`config.mk`:
```
export PLATFORM = sky130hd
export DESIGN_NAME = hamming_decoder
export DESIGN_NICKNAME = d
export VERILOG_FILES = /design/src/rtl/hamming_decoder.sv
export SDC_FILE = /design/constraint.sdc
export NUM_CORES = 1
export LEC_CHECK = 0
export CAP_MARGIN = 20
export CORE_MARGIN = 2
export CORE_UTILIZATION = 44
export CTS_CLUSTER_SIZE = 24
export DETAILED_ROUTE_END_ITERATION = 12
export GPL_TIMING_DRIVEN = 0
export PLACE_DENSITY = 0.83
export SLEW_MARGIN = 10
export SYNTH_ARGS = -nofsm -noshare
export SYNTH_HDL_FRONTEND = slang
export SYNTH_SLANG_ARGS = --single-unit
```
`constraint.sdc`:
```
create_clock -name clk -period 1.7 [get_ports clk]
set_input_delay 0.425 -clock clk [delete_from_list [all_inputs] [get_ports clk]]
set_output_delay 0.425 -clock clk [all_outputs]
set_load 0.01 [all_outputs]
```
`src/rtl/hamming_decoder.sv`:
```
// Hamming(16,11) SECDED decoder: corrects single-bit errors and flags double-bit errors, behind a 2-stage valid/ready pipeline.
// Defining HAMMING_DEC_ERR_CNT_EN enables the saturating single/double error counters.
module hamming_decoder #(
  parameter int CNT_W = 16
) (
  input  logic             clk,
  input  logic             rst,
  input  logic             in_valid,
  output logic             in_ready,
  input  logic [15:0]      in_codeword,
  output logic             out_valid,
  input  logic             out_ready,
  output logic [10:0]      out_message,
  output logic             out_single_err,
  output logic             out_double_err,
  output logic [3:0]       out_err_pos,
  input  logic             cnt_clear,
  output logic [CNT_W-1:0] single_err_count,
  output logic [CNT_W-1:0] double_err_count
);

  // Handshake: a word moves on valid && ready at a rising edge. Stage 2 may load
  // when it is empty or its word leaves this cycle; stage 1 may load when it is
  // empty or can hand its word to stage 2, so a full pipe drains and fills at once.
  logic w_s2_adv;
  logic w_in_fire;
  logic w_out_fire;

  logic        r_s1_valid;
  logic [15:0] r_s1_code;
  logic [3:0]  r_s1_syn;
  logic        r_s1_par;

  logic        r_s2_valid;
  logic [10:0] r_s2_msg;
  logic        r_s2_single;
  logic        r_s2_double;
  logic [3:0]  r_s2_pos;

  logic [15:0] w_flip;
  logic [15:0] w_fixed;
  logic [10:0] w_msg;
  logic        w_single;
  logic        w_double;
  logic [3:0]  w_pos;

  // S[k] is the parity of all bits whose index has bit k set.
  function automatic logic [3:0] f_syndrome(input logic [15:0] code);
    logic [3:0] syn;
    logic [3:0] idx;
    syn = '0;
    for (int i = 0; i < 16; i++) begin
      idx = 4'(i);
      for (int k = 0; k < 4; k++) begin
        if (idx[k]) syn[k] = syn[k] ^ code[i];
      end
    end
    return syn;
  endfunction

  assign w_s2_adv   = !r_s2_valid || out_ready;
  assign in_ready   = !r_s1_valid || w_s2_adv;
  assign w_in_fire  = in_valid && in_ready;
  assign w_out_fire = r_s2_valid && out_ready;

  always_ff @(posedge clk) begin
    if (rst) begin
      r_s1_valid <= 1'b0;
      r_s1_code  <= '0;
      r_s1_syn   <= '0;
      r_s1_par   <= 1'b0;
    end else if (in_ready) begin
      r_s1_valid <= in_valid;
      if (w_in_fire) begin
        r_s1_code <= in_codeword;
        r_s1_syn  <= f_syndrome(in_codeword);
        r_s1_par  <= ^in_codeword;
      end
    end
  end

  // Odd overall parity means exactly one flipped bit; syndrome 0 then points at bit 0.
  always_comb begin
    w_flip   = r_s1_par ? (16'h0001 << r_s1_syn) : 16'h0000;
    w_fixed  = r_s1_code ^ w_flip;
    w_msg    = {w_fixed[15:9], w_fixed[7:5], w_fixed[3]};
    w_single = r_s1_par;
    w_double = !r_s1_par && (r_s1_syn != 4'd0);
    w_pos    = r_s1_par ? r_s1_syn : 4'd0;
  end

  always_ff @(posedge clk) begin
    if (rst) begin
      r_s2_valid  <= 1'b0;
      r_s2_msg    <= '0;
      r_s2_single <= 1'b0;
      r_s2_double <= 1'b0;
      r_s2_pos    <= '0;
    end else if (w_s2_adv) begin
      r_s2_valid <= r_s1_valid;
      if (r_s1_valid) begin
        r_s2_msg    <= w_msg;
        r_s2_single <= w_single;
        r_s2_double <= w_double;
        r_s2_pos    <= w_pos;
      end
    end
  end

  assign out_valid      = r_s2_valid;
  assign out_message    = r_s2_msg;
  assign out_single_err = r_s2_single;
  assign out_double_err = r_s2_double;
  assign out_err_pos    = r_s2_pos;

`ifdef HAMMING_DEC_ERR_CNT_EN
  localparam logic [CNT_W-1:0] CNT_MAX = '1;
  localparam logic [CNT_W-1:0] CNT_ONE = {{(CNT_W-1){1'b0}}, 1'b1};

  logic [CNT_W-1:0] r_single_cnt;
  logic [CNT_W-1:0] r_double_cnt;

  // Clear wins over an increment in the same cycle; counters stick at all-ones.
  always_ff @(posedge clk) begin
    if (rst || cnt_clear) begin
      r_single_cnt <= '0;
      r_double_cnt <= '0;
    end else if (w_out_fire) begin
      if (r_s2_single && (r_single_cnt != CNT_MAX)) r_single_cnt <= r_single_cnt + CNT_ONE;
      if (r_s2_double && (r_double_cnt != CNT_MAX)) r_double_cnt <= r_double_cnt + CNT_ONE;
    end
  end

  assign single_err_count = r_single_cnt;
  assign double_err_count = r_double_cnt;
`else
  logic w_unused;
  assign w_unused         = cnt_clear ^ w_out_fire;
  assign single_err_count = '0;
  assign double_err_count = '0;
`endif

endmodule
```
After elaboration in Yosys (flattened, before gate mapping):

Index checks and enable logic that the tools add are counted.

* shift operators: 1
* bitwise logic cells: 29
* muxes and demuxes: 86
* reductions and logical operators: 11

Operator list (number)
* $mux 1: 84
* $xor 1x1->1: 28
* $mux 16: 1
* $reduce_xor 16->1: 1
* $shl 1x4->16 const A: 1
* $xor 16x16->16: 1
* $mux 4: 1
* $reduce_and 2->1: 2
* $reduce_bool 4->1: 1
* $logic_not 1->1: 3
* $logic_and 1x1->1: 2
* $logic_or 1x1->1: 2

* register bits: 40
* bits of input ports: 21
* output and inout bits: 51
* word-level logic and storage cells: 136

Logic depth before layout (Yosys ltp):

Gate-level depths: netlist of the first run.

* depth after elaboration: 32
* gate-level depth with buffers: 6
* gate-level depth less buffers: 5

Least setup slack after synthesis of the first run:

Ideal clock, no wire load.

* kind: input port to flip-flop
* from: input out_ready
* to: register r_s1_par
* setup slack: 0.238 ns
* cell stages on the path: 6
* arrival: 1.326 ns
* library setup time: 0.136 ns
* path through: nor2b_1 nand2_1 and2_1 clkbuf_1 nor2_1 a211oi_2

* longest elaborated chain between the ends: 4

RTL lines
* from (decl): line 12 `input logic out_ready,`
* $logic_or 1x1->1 (*): line 61 `assign w_s2_adv = !r_s2_valid || out_ready;`
* $logic_or 1x1->1 (*): line 62 `assign in_ready = !r_s1_valid || w_s2_adv;`
* via in_ready: line 9 `output logic in_ready,`
* $logic_and 1x1->1: line 63 `assign w_in_fire = in_valid && in_ready;`
* $reduce_and 2->1 (no source line) (*)
* to (signal assigned): line 77 `r_s1_par <= ^in_codeword;`
* to (decl): line 32 `logic r_s1_par;`

The timed path passes the listed nets; every way through them passes the cells marked *.
A chain may end at the register's enable or synchronous reset.

Worst setup path in the final report of the first run:

* from: input in_codeword[7]
* to: register r_s1_par

* longest elaborated chain between the ends: 1

RTL lines
* from (decl): line 10 `input logic [15:0] in_codeword,`
* $reduce_xor 16->1: line 77

No other way between the ends.

==> results of run 1 <==
area by class of cell:
cell class / instances / area share, %
timing repair buffer: 38 / 14.44
multi-input combinational: 183 / 40.76
sequential: 35 / 26.95
tap: 50 / 2.406
buffer: 44 / 11.60
clock buffer: 8 / 3.850
power breakdown:
group | leakage (nW) | switching [W] | internal (W)
sequential | 0.288 | 0.0000446 | 0.000880
clock | 0.0515 | 0.000279 | 0.000369
combinational | 0.736 | 0.000287 | 0.000316
total | 1.08 | 0.000611 | 0.00157
stage by stage:
step | hold slack (ns) | cell area [sq um] | power, W | std cells | setup WS [ns]
2_1_floorplan | 0.4481 | 1991 | 0.001322 | 263 | 0.2383
4_1_cts | 0.4612 | 2549 | 0.002140 | 359 | 0.02815
6_report | 0.4603 | 2600 | 0.002176 | 358 | 0.05140
5_1_grt | 0.4909 | 2600 | 0.002279 | 358 | -0.04454
3_3_place_gp | 0.4477 | 2424 | 0.001474 | 350 | -0.4352
3_5_place_dp | 0.4523 | 2424 | 0.001483 | 350 | -0.4458
routing by layer:
layer | vias up | share of wire (%) | global-route usage, % | wire length (um)
li1 | 838 | - | - | -
met1 | 682 | 42 | 20.09 | 1576
met2 | 63 | 48 | 25.64 | 1791
met3 | 7 | 7.4 | 4.070 | 275
met4 | 0 | 1.8 | 6.536 | 68
met5 | - | 0 | 0 | 0
how the worst max path moves through the flow:
| stage | startpoint | endpoint | slack [ns] | cells after the start |
|---|---|---|---|---|
| 2_1_floorplan | out_ready | r_s1_par | 0.24 | 6 |
| 3_3_place_gp | out_ready | in_ready | -0.44 | 4 |
| 3_5_place_dp | out_ready | in_ready | -0.45 | 4 |
| 4_1_cts | out_ready | r_s1_syn[2] | 0.03 | 7 |
| 5_1_grt | in_codeword[14] | r_s1_par | -0.04 | 6 |
| 6_report | in_codeword[7] | r_s1_par | 0.05 | 6 |
sequential cells by signal, summed over array words and instances (netlist names):
register and cells:
out_double_err 1, r_s1_syn 4, out_valid 1, out_err_pos 4, out_message 11, out_single_err 1, r_s1_par 1, r_s1_valid 1
r_s1_code 11
cells in the mapped netlist:
cell / instances
a211oi_1: 14
a211oi_2: 1
a21oi_1: 18
and2_1: 1
buf_2: 3
buf_4: 32
clkbuf_1: 10
conb_1: 1
dfxtp_1: 35
nand2_1: 31
nand2b_1: 3
nand3_1: 4
nand3b_1: 1
nand4_1: 1
nor2_1: 30
nor2b_1: 2
nor3_1: 6
nor4_1: 1
xnor2_1: 32
xor2_1: 6
logic make-up (layout without fill, tap and decap cells):
family / count (synthesis) / count (layout)
AND/OR/NAND/NOR: 80 / 80
buffers and inverters: 45 / 90
AO/OA/AOI/OAI: 33 / 33
flip-flops: 35 / 35
XOR/XNOR: 38 / 38
other: 1 / 32
critical path: stages:
cell and delay (ns):
clkdlybuf4s50_1 0.54, xor2_1 0.24, xnor2_2 0.14, xnor2_2 0.17, xnor2_2 0.14, a211oi_2 0.20
repair_timing:
item,4_1_cts,5_1_grt
resized for setup,10,15
buffers inserted,1,0
cloned,0,0
pin swaps,1,1
setup endpoints to repair,16,17
==> results.yml, run 1 <==
status:
  status: "completed"
clock_network:
  clkSinkCount: 35
  clkTransAtPathRegs_ns: 0.07
  cts_max_path_buffers: 2
  clk_latency_ns: 0.29
  htreeDepth: 2
  cts_buffers: 5
  clockRootBuffer: "clkbuf_8"
  cts_tree: "built"
  cts_hold_buf: 0
floorplanning:
  floorplan.initialDensity_pct: 46.19
  die_h_um: 69.27
  die_area_sq_um: 4798
  fp-row-count: 23
  die_w_um: 69.27
  ioPinCount: 72
  core_area_sq_um: 4058
yosys:
  postSynthCellCount: 232
  ys_ff_latch: 35
  ys.warnings.count: 0
  yosysUniqueCellTypes: 20
  synth_top_area_share_pct: 37.38
  synthXorXnorAreaFrac_pct: 17.76
  synthAdderAreaFrac_pct: 0
  synth_compound_area_share_pct: 11.08
  syn_area_per_cell_sq_um: 8.079
  ys_seq_area_share_pct: 37.38
  syn-cell-area_sq_um: 1874
  yosysTopAreaCell: "dfxtp_1"
  synth-simple-area-share_pct: 17.96
  synth_mux_area_share_pct: 0
  synth_top_family_by_area: "simple AND/OR/NAND/NOR gates"
  synth.area.top_cells: "dfxtp_1, xnor2_1, buf_4"
layout:
  fin_util_pct: 64.08
  regArea_sq_um: 700.7
  num_antenna_cells: 0
  layout_common_cells: "clkdlybuf4s50_1, dfxtp_1, buf_4, conb_1, nand2_1"
  drive_above_1_share_pct: 19.16
  num-fill-cells: 343
  multiInputGateArea_sq_um: 1060
  nets: 328
  area_growth_pct: 38.72
worst_setup_path:
  cp.arrival_ns: 1.86
  reg2reg_slack_ns: 0.33
  startpoint_type: "input pin"
  r2r_cells: 7
  path_max_fanout: 3
  path_class: "in2reg"
  r2r_end: "out_message[9]"
  worstPathRequired_ns: 1.91
  r2r-start: "out_valid"
  end_kind: "flip-flop"
detailed_routing:
  first_pass_iters: 4
  routed_wl_mm: 3.712
  wl_per_cell_um: 10.37
  ant_nets: 0
  vias_per_cell: 4.441
  num_vias: 1590
  drt_iter0_drc: 89
  drc: 0
run:
  maxCapViolations: 0
placed_design:
  gp_congestion: 0.7950
  dp_hpwl_mm: 2.868
  port_buffers: 37
grt:
  grt_start_max_net_pins: 11
  antenna_found_initial: 0
  grt_pass1_vias: 1376
  grt-ovfl-total: 0
  track_usage_pct: 15.88
  grt_pass1_wl_mm: 6.237
sta:
  setup_viol: 0
  max_freq_mhz: 606.6
  rsz0062_at_grt: "true"
  slew_viol_final: 0
  fin_crit_ns: 1.649
  skew_ns: 0.003279
  finalCritPeriodShare_pct: 96.98
  final.setup.tns_ns: 0
  finalHoldViolCount: 0
hold_path:
  hold_end: "out_err_pos[0]"
  worstHoldPathType: "reg2reg"
  hold_path_startpoint: "out_err_pos[0]"
  min_path_cells: 2
power:
  p_per_area_nw_per_um2: 837.0
  vdd_drop_max_uv: 458.9
  cellLeakagePower_nw: 1.076
(Power assumes the default switching activity.)
==> inputs of run 2 (changes only) <==
--- a/config.mk
+++ b/config.mk
@@ -6,7 +6,6 @@
 export NUM_CORES = 1
 export LEC_CHECK = 0
 export CAP_MARGIN = 20
-export CORE_MARGIN = 2
 export CORE_UTILIZATION = 44
 export CTS_CLUSTER_SIZE = 24
 export DETAILED_ROUTE_END_ITERATION = 12
==> constraint.sdc (replaced) <==
create_clock -name clk -period 1.75 [get_ports clk]
set_input_delay 0.4375 -clock clk [delete_from_list [all_inputs] [get_ports clk]]
set_output_delay 0.4375 -clock clk [all_outputs]
set_load 0.01 [all_outputs]
==> results.yml, run 2 (synthesis gave the netlist of run 1 again) <==
worst_setup_path:
  worstPathRequired_ns: 1.91
  r2r_end: "r_s1_syn[0]"
  r2r-start: "out_valid"
  crit_path_cell_trace: "clkdlybuf4s50_1 -> xnor2_1 -> xnor2_1 -> xnor2_2 -> xnor2_1 -> a211oi_2"
  critPathTopFamily: "XOR/XNOR gates"
  crit_buf_inv: 1
  startpoint_type: "input pin"
  end_kind: "flip-flop"
  critPathMaxStageDelay_ns: 0.48
  critPathMostFrequentCell: "xnor2_1"
  r2r_cells: 6
  path_class: "in2reg"
  cp.arrival_ns: 1.87
  reg2reg_slack_ns: 0.27
  cpMaxStageDelayCell: "clkdlybuf4s50_1"
  path_max_fanout: 3
power:
  vdd_drop_max_uv: 444.9
  combPwrFrac_pct: 28.1
  internal-power_w: 0.001426
  clock_power_share_pct: 27.3
  cellLeakagePower_nw: 1.024
  p_per_area_nw_per_um2: 791.9
  p_switching_w: 0.0005859
  seqPwrFrac_pct: 44.6
  power_switching_share_pct: 29.11
placed_design:
  gp_congestion: 0.8468
  port_buffers: 37
  dp_hpwl_mm: 2.937
  place_area_sq_um: 2424
  post-place-ws_ns: -0.4217
  dp_cells: 350
sta:
  finalCritPeriodShare_pct: 97.67
  rsz0062_at_grt: "false"
  finalHoldViolCount: 0
  slew_viol_final: 0
  setup_slack_ns: 0.04074
  fin_crit_ns: 1.709
  skew_ns: 0.004783
  max_freq_mhz: 585.0
  hold_slack_ns: 0.4539
  setup_viol: 0
layout:
  num_antenna_cells: 0
  num-fill-cells: 359
  layout_common_cells: "clkdlybuf4s50_1, buf_4, dfxtp_1, conb_1, nand2_1"
  drive_above_1_share_pct: 16.50
  fin_cells: 359
  final_common_cell: "clkdlybuf4s50_1"
  fin_util_pct: 62.63
  nets: 329
  final_area_sq_um: 2541
  area_growth_pct: 35.58
clock_network:
  cts_hold_buf: 0
  clk_latency_ns: 0.29
  clkSinkCount: 35
  htreeDepth: 2
  clkTransAtPathRegs_ns: 0.06
  clockRootBuffer: "clkbuf_8"
  cts_max_path_buffers: 2
  cts_tree: "built"
  cts_buffers: 5
hold_path:
  worstHoldPathType: "reg2reg"
  min_path_cells: 2
  hold_path_startpoint: "out_err_pos[1]"
  hold_end: "out_err_pos[1]"
floorplanning:
  ioPinCount: 72
  fp-row-count: 23
  core_area_sq_um: 4058
  die_w_um: 67.27
  die_h_um: 67.27
  die_area_sq_um: 4525
  floorplan.initialDensity_pct: 46.19
grt:
  track_usage_pct: 17.22
  antenna_found_initial: 0
  grt-ovfl-total: 0
  grt_start_max_net_pins: 11
  grt_pass1_vias: 1308
  grt_pass1_wl_mm: 5.637
detailed_routing:
  wl_per_cell_um: 10.18
  vias_per_cell: 4.451
  first_pass_iters: 4
  drt_iter0_drc: 87
  routed_wl_mm: 3.654
  num_vias: 1598
  drc: 0
  ant_nets: 0
status:
  status: "completed"
run:
  maxCapViolations: 0
-- run 2: how the worst max path moves through the flow --
stage / startpoint / endpoint / slack, ns / depth (start not counted)
3_3_place_gp: out_ready / in_ready / -0.41 / 4
4_1_cts: in_codeword[15] / r_s1_par / 0.02 / 6
2_1_floorplan: out_ready / r_s1_par / 0.28 / 6
5_1_grt: out_ready / r_s1_syn[0] / 0.003 / 7
6_report: in_codeword[10] / r_s1_par / 0.04 / 6
3_5_place_dp: out_ready / in_ready / -0.42 / 4
-- run 2: final cells by class --
class / count / area [sq um] / area share (%)
well taps: 50 / 62.56 / 2.462
clock buffers: 7 / 76.32 / 3.003
multi-input cells: 183 / 1022 / 40.23
flip-flops and latches: 35 / 700.7 / 27.57
plain buffers: 44 / 294.0 / 11.57
clock inverters: 1 / 5.005 / 0.1969
repair buffers: 39 / 380.4 / 14.97
-- run 2: routing by layer --
metal | part of all wire [%] | global-route usage, % | up-vias
met5 | 0 | 0 | -
met4 | 3.2 | 9.574 | 0
met3 | 6.0 | 5.743 | 10
met2 | 47 | 27.63 | 52
met1 | 44 | 20.04 | 696
li1 | - | - | 840
-- run 2: timing repair --
item                       CTS  global route
setup buffers                2             0
pin swaps                    2             0
setup endpoints to repair    2             9
resized for setup            7             6
-- run 2: power groups by stage --
stage | logic [W] | registers, W | clock network [W]
2_1_floorplan | 0.000367 | 0.000917 | 0
3_5_place_dp | 0.000532 | 0.000915 | 0
5_1_grt | 0.000611 | 0.000904 | 0.000602
4_1_cts | 0.000549 | 0.000897 | 0.000560
6_report | 0.000566 | 0.000897 | 0.000549
3_3_place_gp | 0.000518 | 0.000913 | 0
-- run 2: metrics by stage --
step	power (W)	setup TNS [ns]
after floorplan	0.001285	0
after global placement	0.001432	-7.621
after detailed placement	0.001447	-8.505
after CTS	0.002006	0
after global routing	0.002117	0
final	0.002012	0
-- run 2: tightest hold or removal path: stages, from the launching register on --
cell and delay [ns]:
dfxtp_1 0.31, nand2_1 0.05, a21oi_1 0.05
